==> src/rtl/shift_sequencer.sv <==
// shift_sequencer
// Serializes a parallel N-bit word one bit at a time. It does this by driving an
// external universal shift register: the block loads the register, then shifts it
// left or right, and presents the register's edge bit on a valid/ready serial port.
//
// Optional feature: when the macro SHIFT_SEQUENCER_WORD_COUNT_EN is defined, the
// block gets a 16-bit word_count output. It counts completed words and wraps
// at 0xFFFF. Without the macro the port and the counter do not exist.
module shift_sequencer #(
  parameter int N = 8
) (
  input  logic         clk,
  input  logic         reset,
  input  logic [N-1:0] in_data,
  input  logic         in_valid,
  output logic         in_ready,
  input  logic         msb_first,
  input  logic         flush,
  output logic         ser_data,
  output logic         ser_valid,
  input  logic         ser_ready,
  output logic         done,
  output logic [1:0]   usr_select,
  output logic         usr_enable,
  output logic [N-1:0] usr_data,
  input  logic [N-1:0] usr_q
`ifdef SHIFT_SEQUENCER_WORD_COUNT_EN
  ,
  output logic [15:0]  word_count
`endif
);

  localparam int CW = $clog2(N);
  localparam logic [CW-1:0] LAST_BIT = CW'(N - 1);
  localparam logic [N-1:0]  MSB_TAP  = {1'b1, {(N-1){1'b0}}};
  localparam logic [N-1:0]  LSB_TAP  = N'(1);

  localparam logic [1:0] SEL_HOLD  = 2'b00;
  localparam logic [1:0] SEL_LEFT  = 2'b01;
  localparam logic [1:0] SEL_RIGHT = 2'b10;
  localparam logic [1:0] SEL_LOAD  = 2'b11;

  typedef enum logic [1:0] {
    IDLE  = 2'b00,
    LOAD  = 2'b01,
    SHIFT = 2'b10,
    DONE  = 2'b11
  } state_t;

  state_t          state_q, state_d;
  logic [CW-1:0]   cnt_q, cnt_d;
  logic [N-1:0]    word_q, word_d;
  logic            msb_q, msb_d;
  logic [N-1:0]    tap_mask;

  // Registers for the FSM state, the bit counter and the captured word/order
  always_ff @(posedge clk or posedge reset) begin
    if (reset) begin
      state_q <= IDLE;
      cnt_q   <= '0;
      word_q  <= '0;
      msb_q   <= 1'b0;
    end else begin
      state_q <= state_d;
      cnt_q   <= cnt_d;
      word_q  <= word_d;
      msb_q   <= msb_d;
    end
  end

  // Next state, next holding values and all outputs, decoded from registered state.
  // The serial bit uses a one-hot tap mask, so the bit the shift register shifts
  // out is selected with an AND followed by an OR-reduce.
  always_comb begin
    state_d    = state_q;
    cnt_d      = cnt_q;
    word_d     = word_q;
    msb_d      = msb_q;
    in_ready   = 1'b0;
    ser_valid  = 1'b0;
    ser_data   = 1'b0;
    done       = 1'b0;
    usr_select = SEL_HOLD;
    usr_enable = 1'b0;
    usr_data   = '0;
    tap_mask   = msb_q ? MSB_TAP : LSB_TAP;

    case (state_q)
      IDLE: begin
        in_ready = 1'b1;
        if (in_valid) begin
          word_d  = in_data;
          msb_d   = msb_first;
          state_d = LOAD;
        end
      end

      LOAD: begin
        if (flush) begin
          state_d = IDLE;
        end else begin
          usr_select = SEL_LOAD;
          usr_enable = 1'b1;
          usr_data   = word_q;
          cnt_d      = '0;
          state_d    = SHIFT;
        end
      end

      SHIFT: begin
        ser_valid = 1'b1;
        ser_data  = |(usr_q & tap_mask);
        if (flush) begin
          state_d = IDLE;
        end else if (ser_ready) begin
          usr_enable = 1'b1;
          usr_select = msb_q ? SEL_LEFT : SEL_RIGHT;
          if (cnt_q == LAST_BIT) begin
            state_d = DONE;
          end else begin
            cnt_d = cnt_q + CW'(1);
          end
        end
      end

      DONE: begin
        done    = 1'b1;
        state_d = IDLE;
      end

      default: begin
        state_d = IDLE;
      end
    endcase
  end

`ifdef SHIFT_SEQUENCER_WORD_COUNT_EN
  logic [15:0] word_count_q, word_count_d;

  // Count each completed word; flushed words never reach DONE, so they are not counted
  always_comb begin
    word_count_d = word_count_q;
    if (state_q == DONE) begin
      word_count_d = word_count_q + 16'd1;
    end
  end

  // Completed-word counter register
  always_ff @(posedge clk or posedge reset) begin
    if (reset) begin
      word_count_q <= '0;
    end else begin
      word_count_q <= word_count_d;
    end
  end

  assign word_count = word_count_q;
`endif

endmodule

==> config.mk <==
export PLATFORM = sky130hd
export DESIGN_NAME = shift_sequencer
export DESIGN_NICKNAME = d
export VERILOG_FILES = /design/src/rtl/shift_sequencer.sv
export SDC_FILE = /design/constraint.sdc
export NUM_CORES = 1
export LEC_CHECK = 0
export BUFFER_PORTS_ARGS = -buffer_cell sky130_fd_sc_hd__buf_2
export CELL_PAD_IN_SITES_DETAIL_PLACEMENT = 1
export CELL_PAD_IN_SITES_GLOBAL_PLACEMENT = 2
export CORE_UTILIZATION = 28
export CTS_CLUSTER_SIZE = 12
export DETAILED_ROUTE_END_ITERATION = 16
export HOLD_SLACK_MARGIN = 0.15
export PLACE_DENSITY = 0.91
export RECOVER_POWER = 100
export REMOVE_ABC_BUFFERS = 1
export SKIP_LAST_GASP = 1
export SYNTH_ARGS = -nofsm -noshare
export SYNTH_HDL_FRONTEND = slang
export SYNTH_SLANG_ARGS = --single-unit
export TNS_END_PERCENT = 10
==> constraint.sdc <==
create_clock -name clk -period 3.67 [get_ports clk]
set_input_delay 0.734 -clock clk [delete_from_list [all_inputs] [get_ports clk]]
set_output_delay 0.734 -clock clk [all_outputs]
set_load 0.02 [all_outputs]
# Yosys cells after proc, flatten, opt, wreduce, memory -nomap -nowiden
# Cells that the tools add are included.
dict set report word_totals {
  regBits 14
  latch_bits 0
  ramBits 0
  mem_bits_ro 0
  input_bits 22
  output_inout_bits 15
  word_cells 50
  n_memories 0
}
dict set report op_classes {
  n_addsub 1
  multipliers 0
  div 0
  order_cmp 0
  eq_ne 11
  n_shift 0
  n_mux 27
  bitwise 1
  n_reduce_logical 6
}
# cell count
set op_table {}
lappend op_table {{$mux W8} 3}
lappend op_table {{$mux W2} 9}
lappend op_table {{$mux W3} 4}
lappend op_table {{$ne A2 B2 Y1 const B} 5}
lappend op_table {{$and A8 B8 Y8} 1}
lappend op_table {{$pmux W2 S4} 1}
lappend op_table {{$reduce_or A8 Y1} 1}
lappend op_table {{$mux W1} 7}
lappend op_table {{$ne A3 B3 Y1 const B} 2}
lappend op_table {{$pmux W3 S2} 1}
lappend op_table {{$reduce_and A5 Y1} 1}
lappend op_table {{$eq A2 B2 Y1 const B} 2}
lappend op_table {{$pmux W2 S2} 1}
lappend op_table {{$add A3 B1 Y3 const B} 1}
lappend op_table {{$eq A3 B3 Y1 const B} 1}
lappend op_table {{$reduce_and A3 Y1} 1}
lappend op_table {{$eq A2 B1 Y1 const B} 1}
lappend op_table {{$logic_not A2 Y1} 1}
lappend op_table {{$pmux W1 S2} 1}
lappend op_table {{$reduce_and A2 Y1} 1}
lappend op_table {{$reduce_bool A2 Y1} 1}

# Longest topological paths before layout
# Gate-level depths: netlist of run 1.
dict set report logic_depth {
  ltp_word 5
  mapped_depth 6
  depth_no_buf 6
}

# Least setup slack after synthesis of run 1
# No wires, ideal clock.
dict set report synth_path {
  path_type {reg-to-output}
  start {register state_q[0]}
  end {output usr_select[1]}
  t_arrival_ps 1822
  required_time_ps 2936
  path_slack_ps 1114
  path_stages_with_launch 6
  path_buffers 0
  path_cell_list {dfrtp_1 inv_1 ha_1 a21oi_1 nor3b_2 a21boi_1}
}
dict set report synth_between {
  elab_chain_len 2
  elab_cells_between_ends 3
  cone_classes {eq/ne: 2; mux: 1}
}
# element line_no
set synth_rtl {}
lappend synth_rtl {{from (decl)} 50} ;# state_t state_q, state_d;
lappend synth_rtl {{from (signal assigned)} 64} ;# state_q <= state_d;
lappend synth_rtl {{$eq A2 B2 Y1 or $eq A2 B1 Y1 (tied branches)} 88} ;# case (state_q)
lappend synth_rtl {{$pmux W2 S2 (*)} 88}
lappend synth_rtl {{to (decl)} 23} ;# output logic [1:0] usr_select,
# Mark *: on every way between the ends. The rest lies on a longest branch, timed or not.

# Worst setup path in the final report of run 1
dict set report layout_path {
  start {register state_q[0]}
  end {output usr_select[0]}
}
# Same word-level chain as after synthesis.

==> flow_summary.json, run 1 <==
{
  "drt_first_pass_iters": 4,
  "path_clk_slew_ns": 0.09,
  "clockBufferDepth": 2,
  "postRouteAntennaNets": 0,
  "hold_path_class": "in2async",
  "initial_core_util_pct": 29.4,
  "finClkSkew_ns": 0.00561,
  "setup_repair_after_global_routing_missed_its_margin": "false",
  "die_area_sq_um": 3110,
  "synthFlopType": "sky130_fd_sc_hd__dfrtp_1",
  "route.detailed.vias_per_inst": 4.43,
  "clock_tree_from_tritoncts": "built",
  "status": "finished clean",
  "layout.cells.most_common": "sky130_fd_sc_hd__buf_2",
  "synthArstFlopShare_pct": 100,
  "numCtsBuffers": 3,
  "report.final.hold_viol_count": 0,
  "final_max_slew_viol_count": 0,
  "layout_worst_path_cycle_share_pct": 76.4,
  "drt_iter0_markers": 6,
  "postCtsSetupBuffers": 0,
  "cts_num_sinks": 14,
  "grt_start_max_net_pins": 15,
  "critical_path_peak_fanout": 6,
  "cp.buffers_inverters": 2,
  "fmax_ghz": 0.356,
  "gpl.final_weighted_congestion": 0.740,
  "max_cap_violations": 0,
  "final_critical_path_time_including_i_o_delays_and_setup_ns": 2.81,
  "synth_cell_type_count": 20,
  "largest_family_of_logic_cells_by_synthesized_area": "multiplexers",
  "postSynthCellCount": 74,
  "routed-via-count": 611,
  "synth-adder-area-share_pct": 12.4,
  "clk_root_buffer_cell": "sky130_fd_sc_hd__clkbuf_4",
  "die_h_microns": 55.8,
  "synthXorXnorAreaFrac_pct": 0,
  "ports": 37,
  "first_pass_grt_wire_length_microns": 2980,
  "yosys-mux-area-fraction_pct": 16.8,
  "max_stage_delay_ns": 0.42,
  "setup_total_negative_slack_ns": 0,
  "ys_seq_area_share_pct": 43.3,
  "synthToLayoutAreaGrowth_pct": 24.7,
  "worstSetupEndpointType": "output port",
  "globalRoute.totalOverflow": 0,
  "post_synthesis_simple_gate_area_fraction_pct": 16.2,
  "synth_compound_gate_area_share_pct": 8.04,
  "initial_antenna_violation_count": 0,
  "p_per_area_nw_per_um2": 744,
  "grt_pass1_vias": 655,
  "postCtsHoldBufs": 0,
  "worstMarginPinSlew_ns": 0.564,
  "timing.critical_path.from_type": "flip-flop",
  "dpl_worst_slack_ns": 1.20,
  "irDropWorstVdd_mv": 0.315,
  "synth_warnings": 0,
  "leakagePower_nw": 0.510,
  "netlist_area_sq_um": 810,
  "fin_nets": 138,
  "timing.setup.critical_path_class": "reg2out",
  "number_of_cell_rows": 19,
  "half_perimeter_wire_length_after_detailed_placement_microns": 1400,
  "ys_seq_elements": 14,
  "core_area_sq_um": 2760,
  "grtUsageTotal_pct": 12.2,
  "kind_of_cell_adding_the_most_delay_to_the_critical_path": "simple AND/OR/NAND/NOR gates",
  "critical_path_arrival_ns": 2.07,
  "synth.avg_cell_area_sq_um": 10.9,
  "slew_headroom_pct": 62.4,
  "synth-edff-count": 0,
  "finalSetupViolCount": 0,
  "htreeDepth": 1,
  "worst_path_cell_chain": "inv_1 > ha_1 > a21oi_1 > nor3b_1 > o21a_1 > clkbuf_1",
  "die_width_microns": 55.8,
  "share_of_layout_cells_above_drive_strength_1_pct": 34.6,
  "cp_data_required_time_ns": 2.94,
  "wire_per_inst_microns": 12.6,
  "post_cts_resized": 0,
  "setup.reg_to_reg.worst_slack_ns": 1.96,
  "clock_insertion_delay_worst_skew_ns": 0.27,
  "drt_wl_total_microns": 1730,
  "num_antenna_cells": 0,
  "critical-path-slowest-cell": "sky130_fd_sc_hd__nor3b_1",
  "post-route-worst-setup-slack_ns": 0.865,
  "final_cell_mix": "23 x sky130_fd_sc_hd__buf_2, 14 x sky130_fd_sc_hd__dfrtp_1, 9 x sky130_fd_sc_hd__mux2_2",
  "number_of_remaining_drc_errors": 0,
  "io_buffer_count": 30
}
## routing by layer
layer	wire [microns]	track usage (%)
met3	40	1.40
met4	18	5.36
met5	0	0
met2	923	21.7
met1	751	14.8
## power breakdown
| part | switching [mW] | internal, mW | total (mW) |
|---|---|---|---|
| combinational | 0.213 | 0.165 | 0.379 |
| clock | 0.0499 | 0.0602 | 0.110 |
| sequential | 0.0405 | 0.222 | 0.263 |
| total | 0.304 | 0.448 | 0.751 |
## final cells by class
| cell class | count | area (sq um) |
|---|---|---|
| Tap cell | 31 | 38.8 |
| Sequential cell | 14 | 350 |
| Clock buffer | 4 | 36.3 |
| Multi-Input combinational cell | 53 | 420 |
| Fill cell | 339 | 1750 |
| Inverter | 6 | 22.5 |
| Timing Repair Buffer | 30 | 141 |
## path summary, 6_finish.rpt
kind,end,from,cells after the start
max,usr_select[0],state_q[0],6
min in group clk,word_q[6],word_q[6],1
max in group asynchronous,msb_q,reset,2
max reg2reg,state_q[1],state_q[0],6
min,state_q[0],reset,2
min reg2reg,word_q[6],word_q[6],1
## cells by family (layout without fill, tap and decap cells)
group           count (synthesis)  in the layout
fa+ha+maj                       8              8
simple gates                   23             23
compound gates                 10             10
buf+inv                         7             40
flops                          14             14
mux                            12             12
## cell usage after synthesis, drive strengths merged, types with 2 or more instances
master	n	area share (%)
mux2i	2	2.5
and2	8	6.2
dfrtp	14	43
nor2b	2	1.5
nand2b	3	2.3
mux2	10	14
nand2	7	3.2
ha	8	12
o21ai	3	1.9
a21oi	4	3.4
inv	6	2.8
## stage by stage
stage | power [mW] | instances | hold slack [ns] | util (%) | instance area [sq um]
final | 0.751 | 138 | 0.496 | 36.6 | 1010
after global routing | 0.819 | 138 | 0.524 | 36.6 | 1010
after CTS | 0.782 | 138 | 0.509 | 37.4 | 1030
after detailed placement | 0.669 | 134 | 0.488 | 36.1 | 995
after global placement | 0.654 | 134 | 0.469 | 36.1 | 995
after floorplan | 0.558 | 73 | 0.454 | - | 806
## flip-flops by register name, summed over array words and instances (netlist names)
signal	count
word_q	8
state_q	2
cnt_q	3
msb_q	1
Power figures use the tool's default switching activity.
==> inputs of run 2 (changes only) <==
--- a/config.mk
+++ b/config.mk
@@ -8,11 +8,11 @@
 export BUFFER_PORTS_ARGS = -buffer_cell sky130_fd_sc_hd__buf_2
 export CELL_PAD_IN_SITES_DETAIL_PLACEMENT = 1
 export CELL_PAD_IN_SITES_GLOBAL_PLACEMENT = 2
-export CORE_UTILIZATION = 28
+export CORE_UTILIZATION = 26
 export CTS_CLUSTER_SIZE = 12
 export DETAILED_ROUTE_END_ITERATION = 16
 export HOLD_SLACK_MARGIN = 0.15
-export PLACE_DENSITY = 0.91
+export PLACE_DENSITY = 0.87
 export RECOVER_POWER = 100
 export REMOVE_ABC_BUFFERS = 1
 export SKIP_LAST_GASP = 1
==> constraint.sdc (replaced) <==
create_clock -name clk -period 2.8 [get_ports clk]
set_input_delay 0.56 -clock clk [delete_from_list [all_inputs] [get_ports clk]]
set_output_delay 0.56 -clock clk [all_outputs]
set_load 0.02 [all_outputs]
==> run 2 against run 1 <==
The flow now finishes with violations (DRC). Total power rose by 28%. Clock power barely moved. Global-route usage fell by 0.65 points. Die area rose by 7.4%. Critical path depth did not move. Combinational power rose by 35%. Clock skew fell by 0.00059 ns. Non-clock buffer count rose by 1. First-iteration DRC count rose by 17%. Wire length fell by 0.12%. Sequential share of layout area rose by 0.30 points. Sequential power rose by 32%. Largest power group unchanged. Highest routed layer is now met3.
==> flow_summary.json, run 2 (synthesis results as in run 1) <==
{
  "wire_per_inst_microns": 12.5,
  "io_buffer_count": 30,
  "grt_pass1_vias": 647,
  "core_area_sq_um": 2850,
  "finClkSkew_ns": 0.00502,
  "critical_path.startpoint": "state_q[0]",
  "post_cts_resized": 0,
  "grt_start_max_net_pins": 15,
  "clockBufferDepth": 2,
  "status": "finished, violations left",
  "clock_tree_from_tritoncts": "built",
  "critical_path_arrival_ns": 1.94,
  "largest_reg_flops": 8,
  "numCtsBuffers": 3,
  "finalSetupViolCount": 0,
  "route.detailed.vias_per_inst": 4.64,
  "grtUsageTotal_pct": 11.6,
  "number_of_remaining_drc_errors": 2,
  "synthToLayoutAreaGrowth_pct": 23.6,
  "p_per_area_nw_per_um2": 964,
  "leakagePower_nw": 0.491,
  "slew_headroom_pct": 63.9,
  "irDropWorstVdd_mv": 0.388,
  "worstSetupEndpointType": "output port",
  "cp_data_required_time_ns": 2.24,
  "final_cell_mix": "17 x sky130_fd_sc_hd__buf_2, 14 x sky130_fd_sc_hd__dfrtp_1, 13 x sky130_fd_sc_hd__clkbuf_1",
  "critical_path.endpoint": "usr_select[1]",
  "postRouteAntennaNets": 0,
  "num_antenna_cells": 0,
  "layout.cells.most_common": "sky130_fd_sc_hd__buf_2",
  "gpl.final_weighted_congestion": 0.793,
  "die_area_sq_um": 3340,
  "htreeDepth": 1,
  "max_cap_violations": 0,
  "detailed_place.area_sq_um": 1000,
  "report.final.hold_viol_count": 0,
  "final_design_area_excluding_fillers_sq_um": 1000,
  "initial_core_util_pct": 28.4,
  "worstMarginPinSlew_ns": 0.541,
  "setup_total_negative_slack_ns": 0,
  "finalNonFillerCells": 138,
  "max_flop_register": "word_q",
  "drt_iter0_markers": 7,
  "reg_top3": "word_q x8, cnt_q x3, state_q x2",
  "worstReg2RegStart": "state_q[0]",
  "ports": 37,
  "setup_repair_after_global_routing_missed_its_margin": "false",
  "drt_wl_total_microns": 1730,
  "timing.setup.critical_path_class": "reg2out",
  "violations": "DRC",
  "initial_antenna_violation_count": 0,
  "setup.reg_to_reg.worst_slack_ns": 1.07,
  "final_critical_path_time_including_i_o_delays_and_setup_ns": 2.50,
  "postCtsHoldBufs": 0,
  "path_clk_slew_ns": 0.08,
  "first_pass_grt_wire_length_microns": 2920,
  "globalRoute.totalOverflow": 0,
  "die_h_microns": 57.8,
  "clock_insertion_delay_worst_skew_ns": 0.27,
  "final_max_slew_viol_count": 0,
  "fmax_ghz": 0.399,
  "critical_path_peak_fanout": 6,
  "terminus_of_the_critical_flop_to_flop_path": "state_q[1]",
  "drt_first_pass_iters": 9,
  "half_perimeter_wire_length_after_detailed_placement_microns": 1400,
  "clk_root_buffer_cell": "sky130_fd_sc_hd__clkbuf_4",
  "fin_nets": 139,
  "cts_num_sinks": 14,
  "layout_worst_path_cycle_share_pct": 89.4,
  "postCtsSetupBuffers": 0,
  "timing.critical_path.from_type": "flip-flop",
  "share_of_layout_cells_above_drive_strength_1_pct": 29.9,
  "hold_path_class": "in2async",
  "dpl.cell_count": 135,
  "die_width_microns": 57.8,
  "routed-via-count": 640,
  "number_of_cell_rows": 19,
  "rr_worst_depth": 6
}
-- run 2: power breakdown --
part / total, mW / switching (mW) / internal, mW / leakage [nW]
logic: 0.512 / 0.290 / 0.222 / 0.305
clock network: 0.107 / 0.0576 / 0.0497 / 0.0138
registers: 0.346 / 0.0544 / 0.291 / 0.172
total: 0.965 / 0.402 / 0.563 / 0.491
-- run 2: cell type report --
class                      instances  area (sq um)
clock buffer                       3          22.5
fill                             351          1850
inverter                           6          22.5
multi-input combinational         53           425
sequential                        14           350
tap                               31          38.8
timing repair buffer              31           141
-- run 2: critical path, stage by stage (launching register included) --
cell and delay (ns):
sky130_fd_sc_hd__dfrtp_1 0.41, sky130_fd_sc_hd__inv_1 0.16, sky130_fd_sc_hd__ha_1 0.31, sky130_fd_sc_hd__a21oi_1 0.11
sky130_fd_sc_hd__nor3b_2 0.25, sky130_fd_sc_hd__a21boi_1 0.19, sky130_fd_sc_hd__clkbuf_1 0.24
-- run 2: worst min path at each step --
stage / startpoint / to
2_1_floorplan: reset / cnt_q[0]
3_3_place_gp: cnt_q[1] / cnt_q[1]
5_1_grt: reset / word_q[0]
6_report: reset / word_q[3]
4_1_cts: reset / word_q[0]
3_5_place_dp: word_q[3] / word_q[3]
-- run 2: through the flow --
stage | util (%) | setup slack [ns] | total power [mW] | hold slack [ns]
6_report | 35.1 | 0.295 | 0.965 | 0.320
5_1_grt | 35.1 | 0.117 | 1.05 | 0.343
4_1_cts | 35.9 | 0.321 | 1.01 | 0.330
3_5_place_dp | 35.1 | 0.645 | 0.893 | 0.491
3_3_place_gp | 35.1 | 0.697 | 0.866 | 0.470
2_1_floorplan | - | 0.418 | 0.731 | 0.449
-- run 2: metal layers --
| layer | routed length, microns | share of wire (%) | global-route usage, % |
|---|---|---|---|
| met5 | 0 | 0 | 0 |
| met4 | 0 | 0 | 2.04 |
| met3 | 117 | 6.8 | 4.91 |
| met2 | 878 | 51 | 19.9 |
| met1 | 734 | 42 | 13.6 |
==> inputs of run 3 (changes only) <==
--- a/config.mk
+++ b/config.mk
@@ -5,7 +5,7 @@
 export SDC_FILE = /design/constraint.sdc
 export NUM_CORES = 1
 export LEC_CHECK = 0
-export BUFFER_PORTS_ARGS = -buffer_cell sky130_fd_sc_hd__buf_2
+export BUFFER_PORTS_ARGS = -buffer_cell sky130_fd_sc_hd__buf_4
 export CELL_PAD_IN_SITES_DETAIL_PLACEMENT = 1
 export CELL_PAD_IN_SITES_GLOBAL_PLACEMENT = 2
 export CORE_UTILIZATION = 26
==> run 3 against run 2 <==
The run still ends with DRC left. Die area is the same. Register-to-register slack about the same. Combinational power increased by 4.1%. Sequential power barely moved. Largest cell class unchanged. Highest routed layer unchanged. Global-route usage down 0.33 points. Setup slack lost 0.10 ns. Design area rose by 7.0%. Critical endpoint is now usr_select[0]. Clock skew down 0.0023 ns. Via count shrank 3.1%.
==> flow_summary.json, run 3 (synthesis results as in run 1) <==
{
  "status": "finished, violations left",
  "violations": "DRC",
  "switching_power_mw": 0.400,
  "ports": 37,
  "initial_antenna_violation_count": 0,
  "path_clk_slew_ns": 0.08,
  "max_cap_violations": 0,
  "routed-via-count": 620,
  "gpl.final_weighted_congestion": 0.811,
  "half_perimeter_wire_length_after_detailed_placement_microns": 1380,
  "clockBufferDepth": 2,
  "route.detailed.vias_per_inst": 4.49,
  "numCtsBuffers": 3,
  "p_per_area_nw_per_um2": 951,
  "grt_start_max_net_pins": 15,
  "irDropWorstVdd_mv": 0.459,
  "critical_path_arrival_ns": 2.04,
  "setup_repair_after_global_routing_missed_its_margin": "false",
  "drt_iter0_markers": 17,
  "postRouteAntennaNets": 0,
  "grt_pass1_vias": 649,
  "postCtsHoldBufs": 0,
  "combPwrFrac_pct": 52.3,
  "netSwitchingFraction_pct": 39.3,
  "share_of_layout_cells_above_drive_strength_1_pct": 35.5,
  "wire_per_inst_microns": 12.3,
  "initial_core_util_pct": 28.4,
  "worstSetupEndpointType": "output port",
  "clock_tree_from_tritoncts": "built",
  "num_antenna_cells": 0,
  "report.final.hold_viol_count": 0,
  "grtUsageTotal_pct": 11.2,
  "number_of_cell_rows": 19,
  "timing.critical_path.from_type": "flip-flop",
  "drt_wl_total_microns": 1690,
  "globalRoute.totalOverflow": 0,
  "layout.filler_cells": 330,
  "timing.setup.critical_path_class": "reg2out",
  "hold_path_class": "in2async",
  "finClkSkew_ns": 0.00273,
  "core_area_sq_um": 2850,
  "largest_reg_flops": 8,
  "htreeDepth": 1,
  "io_buffer_count": 30,
  "clk_root_buffer_cell": "sky130_fd_sc_hd__clkbuf_4",
  "reg_top3": "word_q x8, cnt_q x3, state_q x2",
  "worstMarginPinSlew_ns": 0.594,
  "drt_first_pass_iters": 9,
  "fmax_ghz": 0.384,
  "synthToLayoutAreaGrowth_pct": 32.3,
  "critical_path_peak_fanout": 6,
  "clock_insertion_delay_worst_skew_ns": 0.27,
  "post_cts_resized": 0,
  "first_pass_grt_wire_length_microns": 2860,
  "setup_total_negative_slack_ns": 0,
  "die_h_microns": 57.8,
  "layout.cells.most_common": "sky130_fd_sc_hd__buf_4",
  "final_max_slew_viol_count": 0,
  "layout_worst_path_cycle_share_pct": 93.0,
  "die_width_microns": 57.8,
  "whs_ns": 0.317,
  "cts_num_sinks": 14,
  "internal-power_mw": 0.618,
  "fin_nets": 138,
  "postCtsSetupBuffers": 0,
  "final_critical_path_time_including_i_o_delays_and_setup_ns": 2.60,
  "cp_data_required_time_ns": 2.24,
  "number_of_remaining_drc_errors": 2,
  "clock_power_share_pct": 13.7,
  "max_flop_register": "word_q",
  "slew_headroom_pct": 60.3,
  "finalSetupViolCount": 0,
  "die_area_sq_um": 3340,
  "leakagePower_nw": 0.531,
  "final_cell_mix": "23 x sky130_fd_sc_hd__buf_4, 14 x sky130_fd_sc_hd__dfrtp_1, 9 x sky130_fd_sc_hd__mux2_2",
  "power.sequential.fraction_pct": 34.0
}
-- run 3: changes by cell type in the layout (fill, tap and decap cells not counted), sizes merged --
cell    delta
buf        +5
clkbuf     -5
-- run 3: worst max-delay path, stage by stage, from the launching register on --
cell                       delay (ns)
sky130_fd_sc_hd__dfrtp_1         0.42
sky130_fd_sc_hd__inv_1           0.15
sky130_fd_sc_hd__ha_1            0.30
sky130_fd_sc_hd__a21oi_1         0.10
sky130_fd_sc_hd__nor3b_1         0.38
sky130_fd_sc_hd__o21a_1          0.19
sky130_fd_sc_hd__clkbuf_1        0.23
-- run 3: path summary, 6_finish.rpt --
kind	slack, ns	cells past startpoint	endpoint	start
worst max-delay path	0.20	6	usr_select[0]	state_q[0]
worst min-delay path	0.32	2	cnt_q[2]	reset
worst max register to register	1.08	6	state_q[1]	state_q[0]
worst min register to register	0.50	1	word_q[6]	word_q[6]
max in group asynchronous	2.13	2	word_q[2]	reset
min in group clk	0.50	1	word_q[6]	word_q[6]
-- run 3: cell type report --
| type | instances | area, sq um | share of cell area (%) |
|---|---|---|---|
| multi-input cells | 53 | 420 | 39.3 |
| inverters | 6 | 22.5 | 2.10 |
| clock buffers | 4 | 36.3 | 3.39 |
| flip-flops and latches | 14 | 350 | 32.7 |
| repair buffers | 30 | 203 | 18.9 |
| well taps | 31 | 38.8 | 3.62 |
-- run 3: metal layers --
layer | wire length (microns) | track usage (%)
met4 | 0 | 0
met5 | 0 | 0
met1 | 720 | 13.9
met2 | 856 | 19.4
met3 | 118 | 4.91
-- run 3: power by group through the flow --
stage	sequential, mW	combinational (mW)	clock, mW
after floorplan	0.333	0.398	0
after global placement	0.344	0.565	0
after detailed placement	0.351	0.577	0
after CTS	0.346	0.583	0.149
after global routing	0.362	0.591	0.159
final	0.346	0.533	0.140
-- run 3: stage by stage --
step | utilization (%) | power, mW | worst slack [ns] | instance area (sq um) | cells
after floorplan | - | 0.731 | 0.418 | 806 | 73
after global placement | 37.5 | 0.908 | 0.583 | 1070 | 134
after detailed placement | 37.5 | 0.928 | 0.548 | 1070 | 134
after CTS | 38.8 | 1.08 | 0.207 | 1110 | 138
after global routing | 37.5 | 1.11 | 0.00814 | 1070 | 138
final | 37.5 | 1.02 | 0.195 | 1070 | 138
